## config.mk

```make
export PLATFORM = sky130hd
export DESIGN_NAME = uart_rx_fifo
export DESIGN_NICKNAME = d
export VERILOG_FILES = /design/src/rtl/uart_pkg.sv /design/src/rtl/uart_fifo.sv /design/src/rtl/uart_rx_fifo.sv
export SDC_FILE = /design/constraint.sdc
export NUM_CORES = 1
export LEC_CHECK = 0
export ABC_AREA = 1
export CAP_MARGIN = 20
export CORE_UTILIZATION = 54
export CTS_CLUSTER_SIZE = 25
export DETAILED_ROUTE_END_ITERATION = 6
export GPL_ROUTABILITY_DRIVEN = 0
export PLACE_DENSITY = 0.76
export SLEW_MARGIN = 20
export SYNTH_ARGS = -nofsm -noshare
export SYNTH_HDL_FRONTEND = slang
export SYNTH_SLANG_ARGS = --single-unit
```

## constraint.sdc

```tcl
create_clock -name clk -period 2.5 [get_ports clk]
set_clock_uncertainty 0.1 [all_clocks]
set_input_delay 0.625 -clock clk [delete_from_list [all_inputs] [get_ports clk]]
set_output_delay 0.625 -clock clk [all_outputs]
set_load 0.005 [all_outputs]
```

## src/rtl/uart_pkg.sv

```systemverilog
// Shared UART definitions: receiver FSM states and the oversampling timing constants.
package uart_pkg;

  localparam int unsigned Oversample  = 16;
  localparam int unsigned SamplePoint = 7;
  localparam int unsigned TickW       = $clog2(Oversample);

  typedef enum logic [2:0] {
    StIdle,
    StStart,
    StData,
    StParity,
    StStop
  } uart_state_e;

endpackage

```

## src/rtl/uart_fifo.sv

```systemverilog
// Byte FIFO with combinational head output; power-of-two depth so pointers wrap naturally.
module uart_fifo #(
  parameter int unsigned DEPTH = 4
) (
  input  logic       clk,
  input  logic       reset,
  input  logic       push,
  input  logic [7:0] wdata,
  input  logic       pop,
  output logic [7:0] rdata,
  output logic       valid,
  output logic       drop
);

  localparam int unsigned AW = $clog2(DEPTH);

  logic [AW-1:0] wptr_q, rptr_q;
  logic [AW:0]   count_q;
  logic [7:0]    mem_q [DEPTH];
  logic          full, do_push, do_pop;

  assign valid   = (count_q != '0);
  assign full    = (count_q == (AW + 1)'(DEPTH));
  assign do_pop  = pop && valid;
  // A pop in the same cycle frees the slot, so a full FIFO still accepts the push.
  assign do_push = push && (!full || do_pop);
  assign drop    = push && full && !do_pop;
  assign rdata   = mem_q[rptr_q];

  always_ff @(posedge clk or posedge reset) begin
    if (reset) begin
      wptr_q  <= '0;
      rptr_q  <= '0;
      count_q <= '0;
      for (int i = 0; i < DEPTH; i++) begin
        mem_q[i] <= '0;
      end
    end else begin
      if (do_push) begin
        mem_q[wptr_q] <= wdata;
        wptr_q        <= wptr_q + 1'b1;
      end
      if (do_pop) begin
        rptr_q <= rptr_q + 1'b1;
      end
      case ({do_push, do_pop})
        2'b10:   count_q <= count_q + 1'b1;
        2'b01:   count_q <= count_q - 1'b1;
        default: count_q <= count_q;
      endcase
    end
  end

endmodule

```

## src/rtl/uart_rx_fifo.sv

```systemverilog
// UART receiver (16x oversampled, 8N1 or 8E1 with UART_RX_PARITY_EN) feeding a byte FIFO
// with sticky frame/overrun/parity error flags.
module uart_rx_fifo
  import uart_pkg::*;
#(
  parameter int unsigned CLK_FREQ = 50000000,
  parameter int unsigned BAUD     = 115200,
  parameter int unsigned DEPTH    = 4
) (
  input  logic       clk,
  input  logic       reset,
  input  logic       rx,
  input  logic       rd_en,
  output logic [7:0] rd_data,
  output logic       rd_valid,
  input  logic       clr_err,
  output logic       frame_err,
  output logic       overrun,
  output logic       parity_err
);

  localparam int unsigned Div  = CLK_FREQ / (BAUD * Oversample);
  localparam int unsigned DivW = (Div > 1) ? $clog2(Div) : 1;

  uart_state_e      state_q, state_d;
  logic [1:0]       sync_q;
  logic             rx_s, rx_prev_q, fall;
  logic [DivW-1:0]  div_cnt_q;
  logic [TickW-1:0] tick_idx_q;
  logic             tick, sample;
  logic [2:0]       bit_cnt_q;
  logic [7:0]       shift_q;
  logic             phase_rst, shift_en, push, frame_set, drop;
  logic             frame_err_q, overrun_q;

  always_ff @(posedge clk or posedge reset) begin
    if (reset) begin
      sync_q    <= 2'b11;
      rx_prev_q <= 1'b1;
    end else begin
      sync_q    <= {sync_q[0], rx};
      rx_prev_q <= rx_s;
    end
  end

  assign rx_s = sync_q[1];
  // rx_prev tracks the line in every state, so a line still low after STOP cannot re-trigger.
  assign fall = rx_prev_q && !rx_s;

  assign tick   = (div_cnt_q == DivW'(Div - 1));
  assign sample = tick && (tick_idx_q == TickW'(SamplePoint));

  always_ff @(posedge clk or posedge reset) begin
    if (reset) begin
      div_cnt_q  <= '0;
      tick_idx_q <= '0;
    end else if (phase_rst) begin
      div_cnt_q  <= '0;
      tick_idx_q <= '0;
    end else if (tick) begin
      div_cnt_q  <= '0;
      tick_idx_q <= tick_idx_q + 1'b1;
    end else begin
      div_cnt_q  <= div_cnt_q + 1'b1;
    end
  end

  always_ff @(posedge clk or posedge reset) begin
    if (reset) begin
      state_q <= StIdle;
    end else begin
      state_q <= state_d;
    end
  end

  // Bit periods are 16 ticks apart, so every state samples when tick_idx wraps back to 7.
  always_comb begin
    state_d = state_q;
    unique case (state_q)
      StIdle:   if (fall) state_d = StStart;
      StStart:  if (sample) state_d = rx_s ? StIdle : StData;
      StData: begin
        if (sample && bit_cnt_q == 3'd7) begin
`ifdef UART_RX_PARITY_EN
          state_d = StParity;
`else
          state_d = StStop;
`endif
        end
      end
      StParity: if (sample) state_d = StStop;
      StStop:   if (sample) state_d = StIdle;
      default:  state_d = StIdle;
    endcase
  end

  always_comb begin
    phase_rst = (state_q == StIdle) && fall;
    shift_en  = (state_q == StData) && sample;
    push      = (state_q == StStop) && sample && rx_s;
    frame_set = (state_q == StStop) && sample && !rx_s;
  end

  always_ff @(posedge clk or posedge reset) begin
    if (reset) begin
      bit_cnt_q <= '0;
      shift_q   <= '0;
    end else begin
      if (phase_rst) begin
        bit_cnt_q <= '0;
      end else if (shift_en) begin
        bit_cnt_q <= bit_cnt_q + 1'b1;
      end
      if (shift_en) begin
        shift_q <= {rx_s, shift_q[7:1]};
      end
    end
  end

  always_ff @(posedge clk or posedge reset) begin
    if (reset) begin
      frame_err_q <= 1'b0;
      overrun_q   <= 1'b0;
    end else if (clr_err) begin
      frame_err_q <= 1'b0;
      overrun_q   <= 1'b0;
    end else begin
      if (frame_set) frame_err_q <= 1'b1;
      if (drop)      overrun_q   <= 1'b1;
    end
  end

  assign frame_err = frame_err_q;
  assign overrun   = overrun_q;

`ifdef UART_RX_PARITY_EN
  logic parity_set, parity_err_q;

  assign parity_set = (state_q == StParity) && sample && (rx_s != ^shift_q);

  always_ff @(posedge clk or posedge reset) begin
    if (reset) begin
      parity_err_q <= 1'b0;
    end else if (clr_err) begin
      parity_err_q <= 1'b0;
    end else if (parity_set) begin
      parity_err_q <= 1'b1;
    end
  end

  assign parity_err = parity_err_q;
`else
  assign parity_err = 1'b0;
`endif

  uart_fifo #(
    .DEPTH (DEPTH)
  ) u_fifo (
    .clk   (clk),
    .reset (reset),
    .push  (push),
    .wdata (shift_q),
    .pop   (rd_en),
    .rdata (rd_data),
    .valid (rd_valid),
    .drop  (drop)
  );

endmodule

```

==> results of run 1 <==
## worst max-delay path: stages, from the launching register on
cell     delay, ps
dfrtp_1        410
inv_1           70
ha_1           210
nand4_4        180
nor2_8         130
nand2_4         50
nor2_4         140
nand2_2         70
ha_1           180
inv_1           80
fa_1           400
o21ai_0        160
## registers in the layout (all words and copies together) (netlist names)
name / count
frame_err: 1
u_fifo.mem_q: 32
u_fifo.rptr_q: 2
tick_idx_q: 4
u_fifo.wptr_q: 2
div_cnt_q: 5
u_fifo.count_q: 3
sync_q: 2
rx_prev_q: 1
state_q: 3
shift_q: 8
bit_cnt_q: 3
overrun: 1
## cell usage after synthesis (2+ instances only)
master    number
nand2_1      103
dfrtp_1       64
nand4_1       33
nor2_1        33
inv_1         24
o21ai_0       23
nand3_1       21
ha_1          10
o22ai_1        8
a21oi_1        7
xor2_1         7
buf_2          6
clkbuf_1       6
buf_12         4
dfstp_2        3
nand3_4        2
nor2_2         2
nor3_1         2
xnor2_1        2
## metal layers
layer	up-vias	global-route usage, %	share of wire [%]
met5	-	0	0
met4	0	10.0	1.8
met3	11	3.41	3.7
met2	52	38.3	50
met1	1220	30.3	45
li1	1291	-	-
## worst max path at each step
stage	depth (start not counted)	start	to	slack [ps]
after floorplan	1	reset	bit_cnt_q[0]	100
after detailed placement	9	rd_en	u_fifo.count_q[2]	-50
final	11	div_cnt_q[0]	u_fifo.count_q[1]	220
after global routing	11	div_cnt_q[0]	u_fifo.count_q[1]	30
after CTS	5	u_fifo.rptr_q[0]	rd_data[6]	9
after global placement	9	rd_en	u_fifo.count_q[2]	8
## power by group
part           switching (mW)  internal [mW]  leakage, nW
registers               0.123           1.21        0.898
logic                   0.590          0.478         1.05
clock network           0.395          0.611        0.119
total                    1.11           2.29         2.07
## kinds of logic after synthesis
logic type	share of synthesized area, %
adder cells (fa/ha/maj)	4.39
flip-flops	50.8
AND/OR/NAND/NOR	29.1
buffers and inverters	6.96
XOR/XNOR	2.38
AO/OA/AOI/OAI	6.24
other	0.113
## final cells by class
class	count	area [um^2]
well taps	75	93.8
flip-flops and latches	67	1680
repair buffers	31	319
multi-input cells	263	1400
inverters	24	90.1
fillers	482	2110
clock buffers	11	151
clock inverters	5	75.1
## timing repair
| action | 4_1_cts | 5_1_grt |
|---|---|---|
| setup buffers | 1 | 0 |
| hold endpoints to repair | 0 | 0 |
| gates resized for setup | 2 | 9 |
| setup endpoints to repair | 8 | 6 |
| cloned | 0 | 0 |
| hold buffers | 0 | 0 |
## stage by stage
stage               cell area, um^2  util [%]  hold WS, ps  TNS, ps
detailed placement             3550      59.9          248    -47.4
global route                   3810      64.3          266        0
CTS                            3780      63.9          258        0
global placement               3550      59.9          246        0
floorplan                      3310         -          245        0
finish                         3810      64.3          257        0
==> impl_metrics.env, run 1 <==
export IMPL_status="finished, final reports clean"
export IMPL_initialDrtViolationCount=188
export IMPL_cap_violations=0
export IMPL_cts_sinks=67
export IMPL_post_route_drc_count=0
export IMPL_rrSetupSlack_ps=220
export IMPL_synthesis_area_mm2=0.00331
export IMPL_ys_ff_latch=67
export IMPL_wl_um=6420
export IMPL_placed_cells=459
export IMPL_core_region_area_mm2=0.00592
export IMPL_leakagePower_nw=2.07
export IMPL_synth_cell_types=30
export IMPL_area_growth_pct=15.1
export IMPL_path_class="reg2reg"
export IMPL_fmax_mhz=439
export IMPL_cts_buffers=9
export IMPL_detailed_place_hpwl_um=4510
export IMPL_gr_total_overflow=0
export IMPL_cp_arrival_ps=2430
export IMPL_grt_pass1_vias=2424
export IMPL_diodes=0
export IMPL_p_per_area_mw_per_mm2=894
export IMPL_rr_worst_depth=11
export IMPL_grt_pass1_wl_um=11300
export IMPL_worstReg2RegStart="div_cnt_q[0]"
export IMPL_synthFlopType="dfrtp_1"
export IMPL_layout_setup_ws_ps=223
export IMPL_path_clk_slew_ps=70
export IMPL_htree_levels=3
export IMPL_clkLatencyLatePin_ps=340
export IMPL_grt_setup_unrepaired="false"
export IMPL_async_flop_share_pct=100
export IMPL_fin_cells=476
export IMPL_hp_start="sync_q[0]"
export IMPL_placementRows=28
export IMPL_initial_core_util_pct=55.9
export IMPL_dr_pass1_iters=4
export IMPL_synth_edff_count=0
export IMPL_yosys_warnings=0
export IMPL_max_vdd_ir_drop_v=0.000543
export IMPL_grt_max_degree=43
export IMPL_period_share_pct=91.1
export IMPL_netlist_instances=371
export IMPL_cts_tree="built"
export IMPL_hold_viol=0
export IMPL_antenna_found_initial=0
export IMPL_drive_above_1_share_pct=11.7
export IMPL_syn_nets=387
export IMPL_clk_path_buf_depth=2
export IMPL_grtUsageTotal_pct=23.2
export IMPL_dp_slack_ps=-47.4
export IMPL_min_period_ps=2280
export IMPL_die_area_mm2=0.00644
export IMPL_synth_area_per_cell_um2=8.91
export IMPL_nets=412
export IMPL_die_h_um=80.3
export IMPL_viasPerCell=5.41
export IMPL_wl_per_cell_um=13.5
export IMPL_synth_top_cell_area_share_pct=48.4
export IMPL_layout_commonest_cell="nand2_1"
export IMPL_hold_path_class="reg2reg"
export IMPL_cts_root_buf="clkbuf_8"
export IMPL_crit_path_start_kind="flip-flop"
export IMPL_port_buffer_count=15
export IMPL_layout_common_cells="nand2_1, dfrtp_1, nor2_1, nand4_1, o21ai_0"
export IMPL_ios=17
export IMPL_p_total_mw=3.40
export IMPL_antenna_left=0
export IMPL_drv_slew=0
export IMPL_setup_viol=0
export IMPL_die_w_um=80.3
export IMPL_ys_top_cells_by_area="dfrtp_1, nand2_1, nand4_1"
export IMPL_whs_endpoint="sync_q[1]"
export IMPL_worst_path_max_fanout=5
export IMPL_ys_seq_area_share_pct=50.8
export IMPL_vias=2574
export IMPL_r2r_end="u_fifo.count_q[1]"
export IMPL_hold_depth=0
export IMPL_end_kind="flip-flop"
export IMPL_cp_required_ps=2660
export IMPL_yosys_area_top_type="dfrtp_1"
No activity file was read; power rests on OpenSTA's default activity.
==> inputs of run 2 (changes only) <==
- ABC_AREA: 1 -> default
- CORE_UTILIZATION: 54 -> 53
- PLACE_DENSITY: 0.76 -> 0.75
==> impl_metrics.env, run 2 <==
export IMPL_grtUsageTotal_pct=19.8
export IMPL_ios=17
export IMPL_synth_most_common_cell="dfrtp_1"
export IMPL_initialDrtViolationCount=85
export IMPL_largest_reg_flops=32
export IMPL_die_w_um=79.1
export IMPL_slew_headroom_pct=58.9
export IMPL_nets=272
export IMPL_cap_violations=0
export IMPL_cpPeakStageDelay_ps=460
export IMPL_cp_arrival_ps=1640
export IMPL_status="finished, final reports clean"
export IMPL_yosys_area_top_type="dfrtp_1"
export IMPL_layout_common_cells="dfrtp_1, mux2_2, buf_4"
export IMPL_wl_um=5280
export IMPL_worstMarginPinSlew_ps=611
export IMPL_clk_path_buf_depth=2
export IMPL_synth_edff_count=0
export IMPL_synth_top_cell_area_share_pct=50.8
export IMPL_p_per_area_mw_per_mm2=704
export IMPL_area_growth_pct=16.8
export IMPL_die_area_mm2=0.00626
export IMPL_path_class="reg2out"
export IMPL_placementRows=27
export IMPL_setup_viol=0
export IMPL_async_flop_share_pct=100
export IMPL_clkLatencyLatePin_ps=330
export IMPL_ys_seq_area_share_pct=53.3
export IMPL_antenna_left=0
export IMPL_end_kind="output port"
export IMPL_synth_area_per_cell_um2=14.4
export IMPL_viasPerCell=5.45
export IMPL_synthFlopType="dfrtp_1"
export IMPL_crit_chain="or3_1 > clkdlybuf4s50_1"
export IMPL_layout_commonest_cell="dfrtp_1"
export IMPL_crit_buf_inv=1
export IMPL_core_region_area_mm2=0.00561
export IMPL_grt_pass1_wl_um=9160
export IMPL_grt_max_degree=68
export IMPL_cts_buffers=9
export IMPL_drive_above_1_share_pct=36.5
export IMPL_leakagePower_nw=1.77
export IMPL_vias=1808
export IMPL_cts_sinks=67
export IMPL_yosys_warnings=0
export IMPL_post_route_drc_count=0
export IMPL_slowest_stage="dfrtp_1"
export IMPL_ys_top_cells_by_area="dfrtp_1, mux2_2, mux4_2"
export IMPL_dr_pass1_iters=4
export IMPL_diodes=0
export IMPL_cts_tree="built"
export IMPL_port_buffer_count=15
export IMPL_grt_setup_unrepaired="false"
export IMPL_critPathTopFamily="flip-flops"
export IMPL_max_vdd_ir_drop_v=0.000503
export IMPL_grt_pass1_vias=1860
export IMPL_initial_core_util_pct=56.2
export IMPL_fin_cells=332
export IMPL_crit_path_start_kind="flip-flop"
export IMPL_syn_nets=235
export IMPL_synthesis_area_mm2=0.00315
export IMPL_cts_root_buf="clkbuf_8"
export IMPL_synth_cell_types=40
export IMPL_path_clk_slew_ps=70
export IMPL_top_register="u_fifo.mem_q"
export IMPL_htree_levels=3
export IMPL_ys_ff_latch=67
export IMPL_netlist_instances=219
export IMPL_hold_path_class="reg2reg"
export IMPL_antenna_found_initial=0
export IMPL_gr_total_overflow=0
export IMPL_placed_cells=316
export IMPL_synth_commonest_cells="dfrtp_1, mux2_2, inv_1"
export IMPL_detailed_place_hpwl_um=3690
export IMPL_fmax_mhz=422
export IMPL_cp_required_ps=1770
export IMPL_ctsHoldBuffers=0
export IMPL_reg_largest_list="u_fifo.mem_q x32, shift_q x8, div_cnt_q x5"
export IMPL_tns_ps=0
export IMPL_wl_per_cell_um=15.9
export IMPL_worst_path_max_fanout=6
export IMPL_final_core_utilization_pct=65.6
export IMPL_min_period_ps=2370
export IMPL_drv_slew=0
export IMPL_period_share_pct=94.7
export IMPL_die_h_um=79.1
export IMPL_hold_viol=0
[run 2: cell count changes after synthesis, sizes merged, moves of 6 or more]
cell	delta
inv	-11
nor2	-26
nand4	-34
mux4	+8
o21ai	-16
o22ai	-8
nand3	-20
mux2	+41
nand2	-104
nor4	+6
[run 2: routing by layer]
metal  global-route usage [%]  wire, um  vias up  share of wire [%]
li1                         -         -      863                  -
met1                     26.5      2500      920                 47
met2                     30.9      2580       21                 49
met3                     6.90       154        4                2.9
met5                        0         0        -                  0
met4                     4.91        42        0               0.80
[run 2: cell type report]
| type | count | area, um^2 |
|---|---|---|
| tap | 72 | 90.1 |
| sequential | 67 | 1680 |
| inverter | 13 | 48.8 |
| clock buffer | 12 | 145 |
| clock inverter | 3 | 15.0 |
| fill | 436 | 1930 |
| timing repair buffer | 33 | 313 |
| multi-input combinational | 132 | 1390 |
[run 2: worst paths after layout]
path	start	end	slack, ps	cells past startpoint
worst max register to register	div_cnt_q[0]	u_fifo.count_q[2]	250	11
worst max-delay path	u_fifo.count_q[0]	rd_valid	130	2
worst min register to register	sync_q[0]	sync_q[1]	260	0
max in group asynchronous	reset	sync_q[0]	1390	3
min in group asynchronous	reset	u_fifo.mem_q[28]	570	3
worst min-delay path	sync_q[0]	sync_q[1]	260	0
[run 2: what timing repair did]
item / in CTS / in global routing
endpoints found under the setup margin: 8 / 0
hold endpoints to repair: 0 / 0
resized for setup: 8 / 0
buffers inserted: 1 / 0
[run 2: through the flow]
step | worst slack (ps) | hold WS [ps] | cell area, um^2 | power (mW)
finish | 131 | 257 | 3680 | 2.59
global route | 3.74 | 259 | 3680 | 2.75
CTS | 101 | 261 | 3680 | 2.63
detailed placement | -174 | 251 | 3520 | 1.86
global placement | -115 | 246 | 3520 | 1.83
floorplan | 44.2 | 245 | 3150 | 1.69
[run 2: where the power goes]
| part | switching, mW | internal (mW) |
|---|---|---|
| sequential | 0.144 | 1.19 |
| combinational | 0.222 | 0.281 |
| clock | 0.378 | 0.377 |
| total | 0.744 | 1.85 |
[run 2: worst reg2reg max path, stage by stage, from the launching register on]
cell and delay [ps]:
dfrtp_1 410, inv_1 70, ha_1 190, nand4b_4 130, nor4_1 360, inv_1 80
ha_1 200, inv_1 70, fa_1 180, xor2_1 150, nor2_1 60, xor2_1 140
[run 2: kinds of logic after synthesis]
logic type	after synthesis	share of synthesized area, %
AO/OA/AOI/OAI	14	2.74
adder cells (fa/ha/maj)	11	4.61
buffers and inverters	20	2.86
flip-flops	67	53.3
XOR/XNOR	10	2.78
other	1	0.119
AND/OR/NAND/NOR	42	10.7
multiplexers	54	22.9
